**config.mk**
```make
export PLATFORM = sky130hd
export DESIGN_NAME = ps2_scancode_receiver_flat
export DESIGN_NICKNAME = d
export VERILOG_FILES = /design/src/rtl/ps2_scancode_receiver_if.sv /design/src/rtl/ps2_scancode_receiver.sv /design/src/flat_wrapper.sv
export SDC_FILE = /design/constraint.sdc
export NUM_CORES = 1
export LEC_CHECK = 0
export CORE_ASPECT_RATIO = 0.7
export CORE_MARGIN = 1
export CORE_UTILIZATION = 52
export DETAILED_ROUTE_END_ITERATION = 7
export GPL_TIMING_DRIVEN = 0
export PLACE_DENSITY = 0.72
export SLEW_MARGIN = 0
export SYNTH_ARGS = -nofsm -noshare
export SYNTH_HDL_FRONTEND = slang
export SYNTH_SLANG_ARGS = --single-unit
export TNS_END_PERCENT = 100
```
**constraint.sdc**
```tcl
create_clock -name clk -period 1.8 [get_ports clk]
set_input_delay 0.54 -clock clk [delete_from_list [all_inputs] [get_ports clk]]
set_output_delay 0.54 -clock clk [all_outputs]
set_load 0.005 [all_outputs]
```
**src/rtl/ps2_scancode_receiver_if.sv**
```systemverilog
// ps2_scancode_receiver_if
//  Bundles the raw PS/2 pins and the decoded scancode outputs of the
//  receiver so that one port carries the whole keyboard link.
//  Signals:
//   ps2_clk, ps2_data   raw PS/2 pins (asynchronous, idle high)
//   scancode[7:0]       last accepted make code, holds between pulses
//   scancode_valid      1-cycle pulse, scancode is new
//   extended            make code was preceded by E0, valid with scancode_valid
//   frame_error         1-cycle pulse, parity / start-stop / timeout failure
//  Modports:
//   master  the receiver: samples the pins, drives the decoded outputs
//   slave   the keyboard side / consumer: drives the pins, reads the outputs
interface ps2_scancode_receiver_if;
  logic       ps2_clk;
  logic       ps2_data;
  logic [7:0] scancode;
  logic       scancode_valid;
  logic       extended;
  logic       frame_error;

  modport master (
    input  ps2_clk, ps2_data,
    output scancode, scancode_valid, extended, frame_error
  );

  modport slave (
    output ps2_clk, ps2_data,
    input  scancode, scancode_valid, extended, frame_error
  );
endinterface

```
**src/rtl/ps2_scancode_receiver.sv**
```systemverilog
// ps2_scancode_receiver
//  Receives device-to-host PS/2 keyboard frames on the raw pins, filters the
//  PS/2 clock, deserialises start/8 data/odd parity/stop, and strips the F0
//  (break) and E0 (extended) prefixes. One scancode_valid pulse per key make.
//  Parameters:
//   FILTER_LEN      consecutive equal samples before the filtered clock changes
//   TIMEOUT_CYCLES  clk cycles without a PS/2 clock fall that abort a frame
//  Ports:
//   clk   system clock
//   rst   synchronous, active-high reset
//   bus   ps2_scancode_receiver_if.master (pins in, decoded scancode out)
module ps2_scancode_receiver #(
  parameter int unsigned FILTER_LEN     = 8,
  parameter int unsigned TIMEOUT_CYCLES = 100000
) (
  input  logic                           clk,
  input  logic                           rst,
  ps2_scancode_receiver_if.master        bus
);

  localparam int unsigned FW = (FILTER_LEN > 1) ? $clog2(FILTER_LEN) : 1;
  localparam int unsigned TW = (TIMEOUT_CYCLES > 2) ? $clog2(TIMEOUT_CYCLES) : 1;

  typedef enum logic [1:0] {IDLE, DATA, PARITY, STOP} state_t;

  state_t        state, state_next;

  logic          clk_s1, clk_s2, dat_s1, dat_s2;
  logic          clk_filt, clk_filt_d;
  logic [FW-1:0] flt_cnt;
  logic          fall;

  logic [7:0]    shift_reg;
  logic [2:0]    bitcnt;
  logic          parity_bit;
  logic [TW-1:0] idle_cnt;
  logic          break_pending, ext_pending;

  logic          timeout, frame_ok, frame_fail;

  logic [7:0]    scancode_r;
  logic          scancode_valid_r, extended_r, frame_error_r;

  // Input synchronisers and clock glitch filter
  always_ff @(posedge clk) begin
    if (rst) begin
      clk_s1     <= 1'b1;
      clk_s2     <= 1'b1;
      dat_s1     <= 1'b1;
      dat_s2     <= 1'b1;
      clk_filt   <= 1'b1;
      clk_filt_d <= 1'b1;
      flt_cnt    <= '0;
    end else begin
      clk_s1     <= bus.ps2_clk;
      clk_s2     <= clk_s1;
      dat_s1     <= bus.ps2_data;
      dat_s2     <= dat_s1;
      clk_filt_d <= clk_filt;
      // Any sample agreeing with the filtered level restarts the run count.
      if (clk_s2 != clk_filt) begin
        if (flt_cnt == FW'(FILTER_LEN - 1)) begin
          clk_filt <= clk_s2;
          flt_cnt  <= '0;
        end else begin
          flt_cnt  <= flt_cnt + FW'(1);
        end
      end else begin
        flt_cnt <= '0;
      end
    end
  end

  assign fall = clk_filt_d & ~clk_filt;

  // State register
  always_ff @(posedge clk) begin
    if (rst) state <= IDLE;
    else     state <= state_next;
  end

  // Next-state logic; a clock edge takes priority over a coincident timeout
  always_comb begin
    state_next = state;
    if (fall) begin
      case (state)
        IDLE:    if (!dat_s2) state_next = DATA;
        DATA:    if (bitcnt == 3'd7) state_next = PARITY;
        PARITY:  state_next = STOP;
        STOP:    state_next = IDLE;
        default: state_next = IDLE;
      endcase
    end else if (timeout) begin
      state_next = IDLE;
    end
  end

  // Output decode: frame verdict at the stop bit, and the timeout strobe
  always_comb begin
    timeout    = 1'b0;
    frame_ok   = 1'b0;
    frame_fail = 1'b0;
    if (state != IDLE && !fall && idle_cnt == TW'(TIMEOUT_CYCLES - 1))
      timeout = 1'b1;
    if (state == STOP && fall) begin
      // Odd parity: data bits plus parity bit must hold an odd number of ones.
      if (dat_s2 && (^{shift_reg, parity_bit})) frame_ok   = 1'b1;
      else                                      frame_fail = 1'b1;
    end
  end

  // Datapath, prefix handling and registered output pulses
  always_ff @(posedge clk) begin
    if (rst) begin
      shift_reg        <= '0;
      bitcnt           <= '0;
      parity_bit       <= 1'b0;
      idle_cnt         <= '0;
      break_pending    <= 1'b0;
      ext_pending      <= 1'b0;
      scancode_r       <= '0;
      scancode_valid_r <= 1'b0;
      extended_r       <= 1'b0;
      frame_error_r    <= 1'b0;
    end else begin
      scancode_valid_r <= 1'b0;
      frame_error_r    <= 1'b0;

      if (state == IDLE || fall || timeout) idle_cnt <= '0;
      else                                  idle_cnt <= idle_cnt + TW'(1);

      if (fall) begin
        case (state)
          IDLE:    bitcnt <= '0;
          DATA: begin
            shift_reg <= {dat_s2, shift_reg[7:1]};
            bitcnt    <= bitcnt + 3'd1;
          end
          PARITY:  parity_bit <= dat_s2;
          default: ;
        endcase
      end

      if (frame_ok) begin
        if (shift_reg == 8'hF0) begin
          break_pending <= 1'b1;
        end else if (shift_reg == 8'hE0) begin
          ext_pending <= 1'b1;
        end else begin
          if (!break_pending) begin
            scancode_r       <= shift_reg;
            extended_r       <= ext_pending;
            scancode_valid_r <= 1'b1;
          end
          break_pending <= 1'b0;
          ext_pending   <= 1'b0;
        end
      end else if (frame_fail || timeout) begin
        frame_error_r <= 1'b1;
        break_pending <= 1'b0;
        ext_pending   <= 1'b0;
      end
    end
  end

  assign bus.scancode       = scancode_r;
  assign bus.scancode_valid = scancode_valid_r;
  assign bus.extended       = extended_r;
  assign bus.frame_error    = frame_error_r;

endmodule
```
**src/flat_wrapper.sv**
```systemverilog
// flat-port wrapper written by rule: the top's interface ports become plain ports
module ps2_scancode_receiver_flat 
#(
  parameter int unsigned FILTER_LEN     = 8,
  parameter int unsigned TIMEOUT_CYCLES = 100000
)
  (clk, rst, bus_ps2_clk, bus_ps2_data, bus_scancode, bus_scancode_valid, bus_extended, bus_frame_error);
  ps2_scancode_receiver_if bus_i ();
  input  logic clk;
  input  logic rst;
  input wire logic [$bits(bus_i.ps2_clk)-1:0] bus_ps2_clk;
  input wire logic [$bits(bus_i.ps2_data)-1:0] bus_ps2_data;
  output wire logic [$bits(bus_i.scancode)-1:0] bus_scancode;
  output wire logic [$bits(bus_i.scancode_valid)-1:0] bus_scancode_valid;
  output wire logic [$bits(bus_i.extended)-1:0] bus_extended;
  output wire logic [$bits(bus_i.frame_error)-1:0] bus_frame_error;
  assign bus_i.ps2_clk = bus_ps2_clk;
  assign bus_i.ps2_data = bus_ps2_data;
  assign bus_scancode = bus_i.scancode;
  assign bus_scancode_valid = bus_i.scancode_valid;
  assign bus_extended = bus_i.extended;
  assign bus_frame_error = bus_i.frame_error;
  ps2_scancode_receiver #(.FILTER_LEN(FILTER_LEN), .TIMEOUT_CYCLES(TIMEOUT_CYCLES)) u_core (.clk(clk), .rst(rst), .bus(bus_i));
endmodule
```
==> results.cfg, run 1 <==
[run_status]
outcome = finished clean

[critical_path]
arrival_ns = 1.94
setup.worst_path.class = reg2reg
critical_path.endpoint_type = flop
timing.rr.start = u_core.shift_reg[7]
critical_path.reg2reg.endpoint = u_core.bus.scancode[5]
setup.reg_to_reg.worst_slack_ns = 0.03
crit_chain = xor3_1 > a2111oi_2 > mux2i_1 > buf_6 > mux2i_1 > nor2_1
max_stage_delay_ns = 0.46
cp.required_ns = 1.97
crit_path_top_delay_cell = sky130_fd_sc_hd__xor3_1
critical_path_fanouts_max = 10
timing.critical_path.from_type = flop
critical-path-top-cell-by-count = sky130_fd_sc_hd__mux2i_1
rr_worst_depth = 6

[clocking]
htreeDepth = 2
postCtsHoldBufs = 0
number_of_buffers_inserted_during_clock_tree_synthesis = 5
root_buffer = sky130_fd_sc_hd__clkbuf_8
clk_pin_slew_worst_paths_ns = 0.09
clock_insertion_delay_at_the_later_pin_of_the_skew_report_ns = 0.30
cts.path.max_buffers = 2
clock_sinks = 53
tritoncts = done

[sta]
finalClockSkew_ns = 0.007646
fmax_ghz = 0.5649
final_hold_viol_count = 0
slew_violations = 0
setup-violations-final = 0
timing.max_slew.rel_slack_pct = 67.62
layout_setup_ws_ns = 0.02989
final_min_period_over_clock_period_pct = 98.34
max_slew.worst_pin.slew_ns = 0.4857
post-route-min-period_ns = 1.770
rsz0062_at_grt = yes

[global_route]
global_route.overflow_total = 0
grt_pass1_wl_um = 6686
vias_in_the_first_global_route = 1452
maximum_number_of_pins_on_one_net_before_global_route_repair = 15
grt_util_all_layers_pct = 19.27
initial_antenna_violation_count = 0

[synth]
netlist-cell-type-count = 37
synth_cells = 241
yosysSeqAreaShare_pct = 46.75
netlist.top_cell.by_area = sky130_fd_sc_hd__dfxtp_1
synthesis.area_per_instance_um2 = 9.418
mappedNetlistNets = 254
number_of_storage_elements_in_the_synthesis_netlist = 53
post_synth_main_area_contributors = sky130_fd_sc_hd__dfxtp_1 47%, sky130_fd_sc_hd__nor2_1 6.1%, sky130_fd_sc_hd__nand2_1 5.3%
syn_area_um2 = 2270
yosys_warnings = 0
post-synth-top-area-fraction_pct = 46.75

[min_path]
hold_path.startpoint = u_core.idle_cnt[0]
whs_path_depth = 1
hold_path_end = u_core.idle_cnt[0]
worstHoldPathType = reg2reg

[drt]
wl_um = 4018
wl_per_cell_um = 12.76
route.detailed.drc = 0
detailed_router_iteration_count_before_antenna_repair = 4
antenna_left = 0
post_drt_via_cell_ratio = 5.229
drt_first_iter_violations = 71
vias = 1647

[final_layout]
layout-drive-gt1-share_pct = 12.55
syn_to_final_growth_pct = 15.16
finalInstanceArea_um2 = 2614
largest_reg_flops = 17
final_core_util_pct = 64.67
finalNetCount = 275
diodes = 0

[pwr]
power.internal_mw = 1.459
netSwitchingPower_uw = 372.2
power.clock.fraction_pct = 34.4
share_seq_of_total_power_pct = 64.1
power-per-cell-area_nw_per_um2 = 700.5
post-layout-total-power_mw = 1.831
power.combinational.fraction_pct = 1.5
leakage_nw = 0.9753
ir_drop_mv = 0.5244
power.switching_fraction_pct = 20.33

[placement]
placed_area_um2 = 2465
post-dp-hpwl_um = 2893
placement.setup.worst_slack_ns = -0.2499
globalplace.congestion = 0.7797
io_buffers = 13

[die]
std_cell_rows = 19
fp.coreArea_um2 = 4041
die_h_um = 57.28
dieArea_um2 = 4637
die_w_um = 80.97
initial_util_pct = 56.16
io-pin-count = 15

[flow_run]
drv.max_cap_violation_count = 0
[power by group through the flow]
stage	combinational, mW	sequential, mW	clock [mW]
finish	0.0268	1.17	0.630
global route	0.0299	1.18	0.708
CTS	0.0272	1.18	0.657
detailed placement	0.0270	1.21	0
global placement	0.0264	1.21	0
floorplan	0.0163	1.21	0
[cell type report]
cell class / count / area [um^2]
Buffer: 7 / 41.29
Clock buffer: 8 / 80.08
Fill cell: 333 / 1428
Inverter: 4 / 15.01
Multi-Input combinational cell: 175 / 1180
Sequential cell: 53 / 1079
Tap cell: 52 / 65.06
Timing Repair Buffer: 16 / 153.9
[what timing repair did]
item                       4_1_cts  5_1_grt
gates resized for setup         13        9
setup endpoints to repair       26       38
buffers inserted                 1        1
gates cloned                     0        1
pin swaps                        3        3
[cells by family after synthesis]
group,count (synthesis),synth area share [%]
compound gates,24,7.387
xor+xnor,23,10.75
fa+ha+maj,9,4.961
buf+inv,13,2.536
flops,53,46.75
mux,10,4.410
simple gates,109,23.21
[worst max-delay path by stage]
stage | end | slack, ns | startpoint | depth (start not counted)
after floorplan | u_core.idle_cnt[11] | 0.0005 | u_core.idle_cnt[0] | 7
after global placement | u_core.idle_cnt[14] | -0.23 | u_core.idle_cnt[0] | 7
after detailed placement | u_core.idle_cnt[16] | -0.25 | u_core.idle_cnt[0] | 7
after CTS | u_core.idle_cnt[8] | 0.003 | u_core.idle_cnt[0] | 6
after global routing | u_core.bus.scancode[0] | -0.06 | u_core.shift_reg[1] | 6
final | u_core.bus.scancode[5] | 0.03 | u_core.shift_reg[7] | 6
[stage by stage]
| stage | std cells | hold slack (ns) | TNS (ns) |
|---|---|---|---|
| final | 315 | 0.4203 | 0 |
| after global placement | 306 | 0.3917 | -3.121 |
| after global routing | 315 | 0.4378 | -0.3477 |
| after detailed placement | 306 | 0.4064 | -3.211 |
| after CTS | 314 | 0.4286 | 0 |
| after floorplan | 241 | 0.3895 | 0 |
[worst max-delay path: cells and delay by family (launching register included)]
kind | cells | cell delay, ns
compound gates | 1 | 0.29
xor+xnor | 1 | 0.46
buf+inv | 1 | 0.17
flops | 1 | 0.38
mux | 2 | 0.28
simple gates | 1 | 0.05
[synth_stat cells]
master	n
sky130_fd_sc_hd__or4_1	1
sky130_fd_sc_hd__mux2i_1	10
sky130_fd_sc_hd__and2_1	3
sky130_fd_sc_hd__a211o_1	1
sky130_fd_sc_hd__xnor2_1	9
sky130_fd_sc_hd__clkbuf_1	7
sky130_fd_sc_hd__a22oi_1	3
sky130_fd_sc_hd__nor4bb_1	2
sky130_fd_sc_hd__nor2_1	37
sky130_fd_sc_hd__nand4_1	3
sky130_fd_sc_hd__nor3b_1	1
sky130_fd_sc_hd__ha_1	9
sky130_fd_sc_hd__dfxtp_1	53
sky130_fd_sc_hd__xnor3_1	2
sky130_fd_sc_hd__and4_1	4
sky130_fd_sc_hd__inv_1	4
sky130_fd_sc_hd__nor2b_1	2
sky130_fd_sc_hd__o211ai_1	2
sky130_fd_sc_hd__a41o_1	1
sky130_fd_sc_hd__o21ai_0	1
sky130_fd_sc_hd__xor3_1	1
sky130_fd_sc_hd__nand4b_1	1
sky130_fd_sc_hd__xor2_1	11
sky130_fd_sc_hd__or2_2	6
sky130_fd_sc_hd__nand3_1	7
sky130_fd_sc_hd__a2111oi_0	1
sky130_fd_sc_hd__and4bb_2	1
sky130_fd_sc_hd__buf_6	1
sky130_fd_sc_hd__nor3_1	4
sky130_fd_sc_hd__nand2_1	32
sky130_fd_sc_hd__nor4b_1	1
sky130_fd_sc_hd__nand2b_1	1
sky130_fd_sc_hd__buf_2	1
sky130_fd_sc_hd__a21oi_1	14
sky130_fd_sc_hd__and3_1	1
sky130_fd_sc_hd__nor4_1	2
sky130_fd_sc_hd__a2111oi_4	1
[layout by cell type, fill, tap and decap left out, types with 2 or more instances in the layout]
cell / n
sky130_fd_sc_hd__nand4_1: 3
sky130_fd_sc_hd__and4_1: 2
sky130_fd_sc_hd__clkbuf_1: 8
sky130_fd_sc_hd__clkbuf_8: 5
sky130_fd_sc_hd__or2_2: 6
sky130_fd_sc_hd__and2_1: 3
sky130_fd_sc_hd__buf_6: 3
sky130_fd_sc_hd__clkdlybuf4s50_1: 13
sky130_fd_sc_hd__xnor2_1: 9
sky130_fd_sc_hd__nor2b_1: 2
sky130_fd_sc_hd__nand2_1: 32
sky130_fd_sc_hd__dfxtp_2: 5
sky130_fd_sc_hd__xor2_1: 11
sky130_fd_sc_hd__a21oi_1: 14
sky130_fd_sc_hd__nor4bb_1: 2
sky130_fd_sc_hd__and4_4: 2
sky130_fd_sc_hd__inv_1: 4
sky130_fd_sc_hd__dfxtp_1: 45
sky130_fd_sc_hd__o211ai_1: 2
sky130_fd_sc_hd__nand3_1: 7
sky130_fd_sc_hd__nor2_1: 37
sky130_fd_sc_hd__mux2i_1: 10
sky130_fd_sc_hd__xnor3_1: 2
sky130_fd_sc_hd__ha_1: 8
sky130_fd_sc_hd__nor3_1: 4
sky130_fd_sc_hd__a22oi_1: 3
sky130_fd_sc_hd__dfxtp_4: 3
[routing by layer]
metal  GRT usage [%]  wire length, um  up-vias
met1           29.13             2217      764
met4           6.122               40        0
met5               0                0        -
met2           26.29             1640       22
met3           5.280              119        4
li1                -                -      857
(Power assumes the default switching activity.)
==> run 2: changes to the inputs <==
HOLD_SLACK_MARGIN = 0.06   (was unset)
==> results of run 2 <==
The final DEF is identical to that of run 1; final timing and power are the same.
==> run 3: changes to the inputs <==
CAP_MARGIN = 20   (was unset)
==> results of run 3 <==
The final DEF is identical to that of run 1; final timing and power are the same.
